[config.mk]
export PLATFORM = sky130hd
export DESIGN_NAME = meteor_game_ctrl_flat
export DESIGN_NICKNAME = d
export VERILOG_FILES = /design/src/rtl/meteor_game_ctrl_if.sv /design/src/rtl/meteor_game_ctrl.sv /design/src/flat_wrapper.sv
export SDC_FILE = /design/constraint.sdc
export NUM_CORES = 1
export LEC_CHECK = 0
export CORE_MARGIN = 1
export CORE_UTILIZATION = 55
export CTS_CLUSTER_DIAMETER = 200
export CTS_CLUSTER_SIZE = 14
export DETAILED_ROUTE_END_ITERATION = 12
export PLACE_DENSITY = 0.89
export SLEW_MARGIN = 20
export SYNTH_ARGS = -nofsm -noshare
export SYNTH_HDL_FRONTEND = slang
export SYNTH_SLANG_ARGS = --single-unit
[constraint.sdc]
create_clock -name Clk -period 2.5 [get_ports Clk]
set_input_delay 0.5 -clock Clk [delete_from_list [all_inputs] [get_ports Clk]]
set_output_delay 0.5 -clock Clk [all_outputs]
set_load 0.05 [all_outputs]
[src/rtl/meteor_game_ctrl_if.sv]
// Signal bundle between the meteor game controller and its surroundings
// (motion block, VGA frame clock, keyboard, display).
interface meteor_game_ctrl_if;
  logic        frame_clk;
  logic        collide;
  logic [7:0]  keycode;
  logic        game_reset;
  logic        freeze;
  logic        game_over;
  logic [1:0]  lives;
  logic [15:0] score;
  logic [1:0]  state;

  modport master (
    output frame_clk, collide, keycode,
    input  game_reset, freeze, game_over, lives, score, state
  );

  modport slave (
    input  frame_clk, collide, keycode,
    output game_reset, freeze, game_over, lives, score, state
  );
endinterface

[src/rtl/meteor_game_ctrl.sv]
// Game-level controller: lives, BCD score and the IDLE/PLAY/HIT/OVER flow,
// driving the motion block's reset and the freeze/score/lives display info.
module meteor_game_ctrl #(
  parameter int         LIVES_INIT = 3,
  parameter int         HIT_FRAMES = 60,
  parameter int         SCORE_DIV  = 30,
  parameter logic [7:0] START_KEY  = 8'h2C
) (
  input logic           Clk,
  input logic           Reset_n,
  meteor_game_ctrl_if.slave bus
);

  typedef enum logic [1:0] {
    IDLE = 2'd0,
    PLAY = 2'd1,
    HIT  = 2'd2,
    OVER = 2'd3
  } state_t;

  localparam logic [1:0] LIVES_LOAD = 2'(LIVES_INIT);
  localparam logic [7:0] DIV_LAST   = 8'(SCORE_DIV - 1);
  localparam logic [7:0] HIT_LAST   = 8'(HIT_FRAMES);

  state_t      state_q, state_n;
  logic [1:0]  lives_q, lives_n;
  logic [15:0] score_q, score_n;
  logic [7:0]  frame_div_q, frame_div_n;
  logic [7:0]  hit_cnt_q, hit_cnt_n;
  logic        game_reset_q, game_reset_n;
  logic        freeze_q, freeze_n;
  logic        game_over_q, game_over_n;
  logic        respawn;

  logic [2:0]  frame_sync;
  logic [2:0]  collide_sync;
  logic [7:0]  key_prev;
  logic        tick, hit, start;

  // Third stage of each chain only remembers the previous synced value for edge detection.
  always_ff @(posedge Clk or negedge Reset_n) begin
    if (!Reset_n) begin
      frame_sync   <= 3'b000;
      collide_sync <= 3'b000;
      key_prev     <= 8'h00;
    end else begin
      frame_sync   <= {frame_sync[1:0], bus.frame_clk};
      collide_sync <= {collide_sync[1:0], bus.collide};
      key_prev     <= bus.keycode;
    end
  end

  assign tick  = frame_sync[1] & ~frame_sync[2];
  assign hit   = collide_sync[1] & ~collide_sync[2];
  assign start = (bus.keycode == START_KEY) && (key_prev != START_KEY);

  function automatic logic [15:0] bcd_inc(input logic [15:0] v);
    logic [15:0] r;
    logic        carry;
    r     = v;
    carry = 1'b1;
    if (v != 16'h9999) begin
      for (int i = 0; i < 4; i++) begin
        if (carry) begin
          if (r[i*4 +: 4] == 4'd9) begin
            r[i*4 +: 4] = 4'd0;
          end else begin
            r[i*4 +: 4] = r[i*4 +: 4] + 4'd1;
            carry       = 1'b0;
          end
        end
      end
    end
    return r;
  endfunction

  always_ff @(posedge Clk or negedge Reset_n) begin
    if (!Reset_n) begin
      state_q      <= IDLE;
      lives_q      <= LIVES_LOAD;
      score_q      <= 16'h0000;
      frame_div_q  <= 8'd0;
      hit_cnt_q    <= 8'd0;
      game_reset_q <= 1'b1;
      freeze_q     <= 1'b1;
      game_over_q  <= 1'b0;
    end else begin
      state_q      <= state_n;
      lives_q      <= lives_n;
      score_q      <= score_n;
      frame_div_q  <= frame_div_n;
      hit_cnt_q    <= hit_cnt_n;
      game_reset_q <= game_reset_n;
      freeze_q     <= freeze_n;
      game_over_q  <= game_over_n;
    end
  end

  // A hit in PLAY takes precedence over a coincident tick, so the score never advances on it.
  always_comb begin
    state_n     = state_q;
    lives_n     = lives_q;
    score_n     = score_q;
    frame_div_n = frame_div_q;
    hit_cnt_n   = hit_cnt_q;
    respawn     = 1'b0;

    case (state_q)
      IDLE: begin
        if (start) begin
          state_n     = PLAY;
          score_n     = 16'h0000;
          lives_n     = LIVES_LOAD;
          frame_div_n = 8'd0;
        end
      end
      PLAY: begin
        if (hit) begin
          if (lives_q <= 2'd1) begin
            state_n = OVER;
            lives_n = 2'd0;
          end else begin
            state_n   = HIT;
            lives_n   = lives_q - 2'd1;
            hit_cnt_n = 8'd0;
          end
        end else if (tick) begin
          if (frame_div_q == DIV_LAST) begin
            frame_div_n = 8'd0;
            score_n     = bcd_inc(score_q);
          end else begin
            frame_div_n = frame_div_q + 8'd1;
          end
        end
      end
      HIT: begin
        if (tick) begin
          if (hit_cnt_q + 8'd1 == HIT_LAST) begin
            state_n   = PLAY;
            hit_cnt_n = 8'd0;
            respawn   = 1'b1;
          end else begin
            hit_cnt_n = hit_cnt_q + 8'd1;
          end
        end
      end
      OVER: begin
        if (start) begin
          state_n = IDLE;
        end
      end
      default: begin
        state_n = IDLE;
      end
    endcase

    game_reset_n = (state_n == IDLE) || (state_n == OVER) || respawn;
    freeze_n     = (state_n != PLAY);
    game_over_n  = (state_n == OVER);
  end

  assign bus.state      = state_q;
  assign bus.lives      = lives_q;
  assign bus.score      = score_q;
  assign bus.game_reset = game_reset_q;
  assign bus.freeze     = freeze_q;
  assign bus.game_over  = game_over_q;

endmodule
[src/flat_wrapper.sv]
// flat-port wrapper written by rule: the top's interface ports become plain ports
module meteor_game_ctrl_flat 
#(
  parameter int         LIVES_INIT = 3,
  parameter int         HIT_FRAMES = 60,
  parameter int         SCORE_DIV  = 30,
  parameter logic [7:0] START_KEY  = 8'h2C
)
  (Clk, Reset_n, bus_frame_clk, bus_collide, bus_keycode, bus_game_reset, bus_freeze, bus_game_over, bus_lives, bus_score, bus_state);
  meteor_game_ctrl_if bus_i ();
  input logic Clk;
  input logic Reset_n;
  input wire logic [$bits(bus_i.frame_clk)-1:0] bus_frame_clk;
  input wire logic [$bits(bus_i.collide)-1:0] bus_collide;
  input wire logic [$bits(bus_i.keycode)-1:0] bus_keycode;
  output wire logic [$bits(bus_i.game_reset)-1:0] bus_game_reset;
  output wire logic [$bits(bus_i.freeze)-1:0] bus_freeze;
  output wire logic [$bits(bus_i.game_over)-1:0] bus_game_over;
  output wire logic [$bits(bus_i.lives)-1:0] bus_lives;
  output wire logic [$bits(bus_i.score)-1:0] bus_score;
  output wire logic [$bits(bus_i.state)-1:0] bus_state;
  assign bus_i.frame_clk = bus_frame_clk;
  assign bus_i.collide = bus_collide;
  assign bus_i.keycode = bus_keycode;
  assign bus_game_reset = bus_i.game_reset;
  assign bus_freeze = bus_i.freeze;
  assign bus_game_over = bus_i.game_over;
  assign bus_lives = bus_i.lives;
  assign bus_score = bus_i.score;
  assign bus_state = bus_i.state;
  meteor_game_ctrl #(.LIVES_INIT(LIVES_INIT), .HIT_FRAMES(HIT_FRAMES), .SCORE_DIV(SCORE_DIV), .START_KEY(START_KEY)) u_core (.Clk(Clk), .Reset_n(Reset_n), .bus(bus_i));
endmodule
# [Word level (Yosys, flattened, before mapping)]
# Index checks and enable logic that the tools add are counted.
[totals] regBits=53 output_inout_bits=23 wordCells=122 in_bits=12
[classes] n_eq_ne=25 mux=57 addsub=7 n_reduce_logical=14 magnitude_cmp=1 n_bitwise=4
[op_table] operator="2-to-1 mux 16 bit" n=5
[op_table] operator="2-to-1 mux 8 bit" n=8
[op_table] operator="case mux 16 bit (2 select lines)" n=1
[op_table] operator="case mux 8 bit (2 select lines)" n=2
[op_table] operator="2-to-1 mux 4 bit" n=7
[op_table] operator="2-to-1 mux 1 bit" n=24
[op_table] operator="AND reduction 7 bit" n=3
[op_table] operator="inequality test 2 x 1 -> 1 bit, second input constant" n=10
[op_table] operator="adder 4 x 1 -> 4 bit, second input constant" n=4
[op_table] operator="adder 8 x 1 -> 8 bit, second input constant" n=2
[op_table] operator="equality test 4 bit, second input constant" n=4
[op_table] operator="equality test 8 x 6 -> 1 bit, second input constant" n=2
[op_table] operator="2-to-1 mux 2 bit" n=8
[op_table] operator="inequality test 16 bit, second input constant" n=1
[op_table] operator="equality test 8 x 5 -> 1 bit, second input constant" n=1
[op_table] operator="inequality test 8 x 6 -> 1 bit, second input constant" n=1
[op_table] operator="case mux 2 bit (4 select lines)" n=1
[op_table] operator="AND reduction 4 bit" n=2
[op_table] operator="equality test 2 bit, second input constant" n=3
[op_table] operator="AND reduction 6 bit" n=1
[op_table] operator="zero test 2 bit" n=2
[op_table] operator="inequality test 2 bit, second input constant" n=2
[op_table] operator="case mux 2 bit (2 select lines)" n=1
[op_table] operator="nonzero test 2 bit" n=2
[op_table] operator="other kinds (8)" n=11

# [Longest topological paths before layout]
[logic_depth] word_depth=25 ltp_mapped=9 mapped_depth_nobuf=8

# [Worst setup path after synthesis]
# OpenSTA, ideal clock, no wires.
[synth_path] path_type="register -> register" startpoint="register u_core.score_q[0] (netlist: u_core.bus.score[0])" endpoint="register u_core.score_q[8] (netlist: u_core.bus.score[8])" path_slack_ns=0.025 synth_period_minus_slack_ns=2.475 setup_time_ns=0.125 t_arrival_ns=2.350 path_stages_with_launch=7 required_time_ns=2.375 n_path_buf=0 path_cell_list="dfrtp_1 -> ha_1 -> nand3b_1 -> nor4_1 -> nand3b_1 -> nor2_1 -> mux2_2"
[synth_between] elab_chain_cells=15 elab_cells_between_ends=17 classes_between="4 x eq/ne; 12 x mux; 1 x reduce/logical"
[synth_rtl] item="start, declared" line="meteor_game_ctrl.sv:27" rtl="logic [15:0] score_q, score_n;"
[synth_rtl] item="start signal, assigned" line="meteor_game_ctrl.sv:90" rtl="score_q <= score_n;"
[synth_rtl] item="equality test 4 bit" line="meteor_game_ctrl.sv:65" rtl="if (r[i*4 +: 4] == 4'd9) begin"
[synth_rtl] item="2-to-1 mux 1 bit" line="meteor_game_ctrl.sv:65"
[synth_rtl] item="2-to-1 mux 1 bit" line="meteor_game_ctrl.sv:62" rtl="if (v != 16'h9999) begin"
[synth_rtl] item="2-to-1 mux 1 bit" line="meteor_game_ctrl.sv:128" rtl="if (frame_div_q == DIV_LAST) begin"
[synth_rtl] item="2-to-1 mux 1 bit" line="meteor_game_ctrl.sv:127" rtl="end else if (tick) begin"
[synth_rtl] item="2-to-1 mux 1 bit" line="meteor_game_ctrl.sv:118" rtl="if (hit) begin"
[synth_rtl] item="2-to-1 mux 1 bit" line="meteor_game_ctrl.sv:108" rtl="case (state_q)"
[synth_rtl] item="2-to-1 mux 1 bit" line="meteor_game_ctrl.sv:64" rtl="if (carry) begin"
[synth_rtl] item="2-to-1 mux 1 bit" line="meteor_game_ctrl.sv:62"
[synth_rtl] item="2-to-1 mux 1 bit" line="meteor_game_ctrl.sv:128"
[synth_rtl] item="2-to-1 mux 1 bit" line="meteor_game_ctrl.sv:127"
[synth_rtl] item="2-to-1 mux 1 bit" line="meteor_game_ctrl.sv:118"
[synth_rtl] item="2-to-1 mux 1 bit" line="meteor_game_ctrl.sv:108"
[synth_rtl] item="inequality test 2 x 1 -> 1 bit (no source line)"
[synth_rtl] item="AND reduction 7 bit (no source line) *"
# Mark *: on every way between the ends. The rest lies on a longest branch, timed or not. The select of a mux whose other input is x is not followed.
# A chain may end at the register's enable or synchronous reset.

# [Final worst setup path]
[layout_path] startpoint="input port bus_keycode[3]" endpoint="register u_core.score_q[14] (netlist: u_core.bus.score[14])"
[layout_between] elab_chain_cells=4
[layout_rtl] item="start, declared" line="flat_wrapper.sv:15" rtl="input wire logic [$bits(bus_i.keycode)-1:0] bus_keycode;"
[layout_rtl] item="equality test 8 x 6 -> 1 bit" line="meteor_game_ctrl.sv:55" rtl="assign start = (bus.keycode == START_KEY) && (key_prev != START_KEY);"
[layout_rtl] item="logical AND 1 bit" line="meteor_game_ctrl.sv:55"
[layout_rtl] item="inequality test 2 x 1 -> 1 bit (no source line)"
[layout_rtl] item="AND reduction 7 bit (no source line)"
# No other way between the ends.

==> impl_metrics.xml <==
<?xml version="1.0" encoding="UTF-8"?>
<metrics>
  <group name="die">
    <metric name="die-area" unit="mm^2">0.00517</metric>
    <metric name="io_pins" unit="">35</metric>
    <metric name="fp_rows" unit="">25</metric>
    <metric name="width_of_the_die" unit="um">71.9</metric>
    <metric name="chipHeight" unit="um">71.9</metric>
    <metric name="placeable_core_region" unit="mm^2">0.00472</metric>
    <metric name="initial_core_util" unit="%">56.9</metric>
  </group>
  <group name="sta">
    <metric name="timing.final.crit_share" unit="%">94.7</metric>
    <metric name="max_slew.worst_pin.slew" unit="ns">0.558</metric>
    <metric name="timing.final.crit_period" unit="ns">2.37</metric>
    <metric name="setup_viol" unit="">0</metric>
    <metric name="finClkSkew" unit="ns">0.0162</metric>
    <metric name="worst_slew_margin_rel" unit="%">62.5</metric>
    <metric name="max_freq" unit="MHz">423</metric>
    <metric name="number_of_endpoints_with_negative_hold_slack_in_the_final_report" unit="">0</metric>
    <metric name="setup_slack" unit="ns">0.133</metric>
    <metric name="slew_viol_final" unit="">0</metric>
  </group>
  <group name="route">
    <metric name="final_ant_viol_nets" unit="">0</metric>
    <metric name="dr.pass1.iters" unit="">4</metric>
    <metric name="vias" unit="">2190</metric>
    <metric name="post-route-drc-count" unit="">0</metric>
    <metric name="drt-total-wl" unit="mm">5.64</metric>
    <metric name="avgRoutedWirePerCell" unit="um">15.2</metric>
    <metric name="dr.first_iter.drc_count" unit="">168</metric>
    <metric name="vias_per_cell" unit="">5.89</metric>
  </group>
  <group name="layout">
    <metric name="final_cells" unit="">372</metric>
    <metric name="antenna_cells_inserted" unit="">0</metric>
    <metric name="utilization" unit="%">70.0</metric>
    <metric name="area.growth.synth_to_final" unit="%">23.0</metric>
    <metric name="fillCellCount" unit="">330</metric>
    <metric name="multi_input_comb_area" unit="mm^2">0.00131</metric>
    <metric name="finalNetCount" unit="">329</metric>
    <metric name="sequential_cell_area" unit="mm^2">0.00133</metric>
    <metric name="postLayoutCellArea" unit="mm^2">0.00330</metric>
    <metric name="drive_gt1_share" unit="%">13.4</metric>
  </group>
  <group name="power_and_ir_drop">
    <metric name="leakagePower" unit="nW">1.42</metric>
    <metric name="share_clk_of_total_power" unit="%">33.3</metric>
    <metric name="power.switching" unit="W">0.000397</metric>
    <metric name="cell_internal_pwr" unit="W">0.00116</metric>
    <metric name="pwr_density_cell" unit="mW/mm^2">471</metric>
    <metric name="power.ir.vdd_worst" unit="mV">0.393</metric>
    <metric name="pwr-share-comb" unit="%">7.1</metric>
    <metric name="power.sequential.fraction" unit="%">59.6</metric>
    <metric name="sw_frac_of_total" unit="%">25.5</metric>
  </group>
  <group name="critical_path">
    <metric name="criticalPathCategory" unit="">input port to flop</metric>
    <metric name="worstReg2RegStart" unit="">u_core.key_prev[4]</metric>
    <metric name="r2r_setup_slack" unit="ns">0.23</metric>
    <metric name="worstPathBufferInverterCount" unit="">1</metric>
    <metric name="r2r_cell_count" unit="">8</metric>
    <metric name="cp.required" unit="ns">2.70</metric>
    <metric name="worst_path_cell_trace" unit="">clkdlybuf4s50_1 &gt; nor4bb_2 &gt; o211a_1 &gt; o2111ai_4 &gt; or3_4 &gt; o41ai_1</metric>
    <metric name="worst_path_dominant_cell_family" unit="">simple AND/OR/NAND/NOR gates</metric>
    <metric name="cp-start-kind" unit="">input port</metric>
    <metric name="crit_path_top_delay_cell" unit="">clkdlybuf4s50_1</metric>
    <metric name="critical_path.reg2reg.endpoint" unit="">u_core.bus.game_reset</metric>
    <metric name="max_stage_delay_on_crit_path" unit="ns">0.47</metric>
    <metric name="worst_ep_arrival_time" unit="ns">2.57</metric>
    <metric name="worst_setup_path_end_kind" unit="">flop</metric>
    <metric name="critPathMaxFanout" unit="">7</metric>
  </group>
  <group name="grt">
    <metric name="use_met2" unit="%">41.3</metric>
    <metric name="grt-ovfl-total" unit="">0</metric>
    <metric name="number_of_antenna_violations_at_the_first_check_in_global_routing" unit="">0</metric>
    <metric name="groute.usage.overall" unit="%">22.5</metric>
    <metric name="grt_use_met3" unit="%">4.03</metric>
    <metric name="global_route.usage.met1" unit="%">27.7</metric>
    <metric name="via_count_of_the_first_global_routing_pass" unit="">2110</metric>
    <metric name="grt_start_max_net_pins" unit="">30</metric>
    <metric name="global_route.peak_usage_layer" unit="">met2</metric>
    <metric name="grt_pass1_wl" unit="mm">9.17</metric>
  </group>
  <group name="cts">
    <metric name="path_clk_slew" unit="ns">0.11</metric>
    <metric name="tritoncts.num_buffers" unit="">5</metric>
    <metric name="clock_latency" unit="ns">0.31</metric>
    <metric name="cts.sink_count" unit="">53</metric>
    <metric name="ctsRootBufferMaster" unit="">clkbuf_8</metric>
    <metric name="cts_max_path_buffers" unit="">2</metric>
    <metric name="clock_tree.htree_level_count" unit="">2</metric>
    <metric name="tritoncts" unit="">done</metric>
  </group>
  <group name="logic_synthesis">
    <metric name="synth_sequential_area_ratio" unit="%">49.5</metric>
    <metric name="yosys_register_bits" unit="">53</metric>
    <metric name="mappedNetlistNets" unit="">282</metric>
    <metric name="synth.distinct_cells" unit="">52</metric>
    <metric name="synth.cells.most_frequent" unit="">49 x dfrtp_1, 26 x o21ai_0, 20 x nor2_1</metric>
    <metric name="yosys_warning_count" unit="">0</metric>
    <metric name="number_of_cells_produced_by_synthesis" unit="">257</metric>
    <metric name="most_common_cell_in_the_synthesized_netlist" unit="">dfrtp_1</metric>
    <metric name="postSynth.asyncResetShare" unit="%">100</metric>
    <metric name="yosys-top-cells-area" unit="">dfrtp_1 46%, ha_1 6.1%, o21ai_0 4.8%, dfstp_2 3.9%, nor2_1 2.8%</metric>
    <metric name="synth_top_area_share" unit="%">45.6</metric>
    <metric name="number_of_enable_type_register_cells_in_the_synthesized_netlist" unit="">0</metric>
    <metric name="yosysTopAreaCell" unit="">dfrtp_1</metric>
    <metric name="netlist_area" unit="mm^2">0.00269</metric>
    <metric name="synthFlopType" unit="">dfrtp_1</metric>
    <metric name="synth.avg_cell_area" unit="um^2">10.5</metric>
  </group>
  <group name="place">
    <metric name="gpl.final_weighted_congestion" unit="">0.844</metric>
    <metric name="preCtsSetupSlack" unit="ns">-0.224</metric>
    <metric name="place_inst" unit="">364</metric>
    <metric name="place.detailed.hpwl" unit="mm">4.22</metric>
    <metric name="portBuffers" unit="">34</metric>
    <metric name="postPlaceCellArea" unit="mm^2">0.00319</metric>
  </group>
  <group name="worst_hold_path">
    <metric name="hold_path.class" unit="">input port to asynchronous set/reset pin</metric>
  </group>
  <group name="run_status">
    <metric name="outcome" unit="">complete, no violations</metric>
  </group>
  <group name="job">
    <metric name="max_cap_violations" unit="">0</metric>
  </group>
</metrics>
==> placed cells by master (no fill, tap or decap), types with 2 or more instances in the layout <==
cell type and instances:
buf_4 12, nand2_1 19, nor3b_1 2, a21oi_1 6, a22o_1 2, nand2b_1 8
dfrtp_1 49, mux2_2 5, nor4_1 3, or2_2 2, nand3b_1 4, nor3_1 7
inv_1 11, nor2b_1 3, nand3_1 9, nand4_1 3, o21ai_0 26, clkbuf_8 5
a211o_1 3, clkdlybuf4s50_1 33, or4_1 2, ha_1 13, and3_1 2, a31oi_1 3
a21o_1 3, o31ai_1 6, dfstp_2 4, o211ai_1 2, nor2_1 20, o41ai_1 6
and2b_1 2
==> stage by stage <==
stage	hold WS [ns]	power (W)	setup TNS, ns
after CTS	0.174	0.00157	0
final	0.162	0.00156	0
after global placement	0.332	0.00105	-1.34
after detailed placement	0.335	0.00106	-2.76
after global routing	0.206	0.00162	-0.0139
after floorplan	0.204	0.000996	0
==> worst reg2reg max path: cells and delay by family (launching register included) <==
family | cells | cell delay, ns
flops | 1 | 0.37
fa+ha+maj | 1 | 0.30
simple gates | 3 | 0.70
buf+inv | 1 | 0.15
compound gates | 3 | 0.68
==> sequential cells by signal (all words and copies together) (netlist names) <==
| register | count |
|---|---|
| u_core.key_prev | 8 |
| u_core.bus.game_over | 1 |
| u_core.collide_sync | 3 |
| u_core.bus.lives | 2 |
| u_core.frame_div_q | 8 |
| u_core.bus.state | 2 |
| u_core.hit_cnt_q | 8 |
| u_core.bus.game_reset | 1 |
| u_core.bus.freeze | 1 |
| u_core.bus.score | 16 |
| u_core.frame_sync | 3 |
==> power groups by stage <==
stage / sequential, W / combinational (W) / clock (W)
finish: 0.000928 / 0.000111 / 0.000518
global route: 0.000934 / 0.000127 / 0.000555
detailed placement: 0.000944 / 0.000112 / 0
global placement: 0.000942 / 0.000106 / 0
CTS: 0.000927 / 0.000112 / 0.000528
floorplan: 0.000937 / 0.0000595 / 0
==> routing by layer <==
| layer | part of all wire, % | routed length [um] |
|---|---|---|
| met2 | 53 | 2960 |
| met3 | 3.6 | 203 |
| met1 | 44 | 2460 |
| met4 | 0.23 | 13 |
| met5 | 0 | 0 |
==> logic make-up after synthesis <==
logic type	Yosys count	share of synthesized area, %
multiplexers	5	2.09
XOR/XNOR	2	0.652
AND/OR/NAND/NOR	97	20.5
adder cells (fa/ha/maj)	13	6.05
buffers and inverters	18	2.65
AO/OA/AOI/OAI	69	18.5
flip-flops	53	49.5
==> how the worst max path moves through the flow <==
| stage | start | endpoint | slack (ns) | cells past startpoint |
|---|---|---|---|---|
| final | bus_keycode[3] | u_core.bus.score[14] | 0.13 | 6 |
| after detailed placement | bus_keycode[3] | u_core.bus.score[14] | -0.22 | 6 |
| after floorplan | u_core.bus.score[0] | u_core.bus.score[8] | 0.03 | 6 |
| after global placement | bus_keycode[3] | u_core.bus.score[14] | -0.15 | 6 |
| after global routing | bus_keycode[3] | u_core.bus.score[14] | -0.01 | 6 |
| after CTS | bus_keycode[3] | u_core.bus.score[5] | 0.09 | 7 |
==> layout make-up <==
type,instances,area share [%]
flip-flops and latches,53,40.3
multi-input cells,186,39.5
repair buffers,47,13.5
well taps,67,2.54
clock buffers,5,2.08
inverters,11,1.25
clock inverters,3,0.871
==> timing repair <==
item                       in CTS  in global routing
setup endpoints to repair       0                  2
hold endpoints to repair        0                  0
gates resized for setup         0                  3
hold buffers                    0                  0
buffers inserted                0                  0
Power figures use the tool's default switching activity.
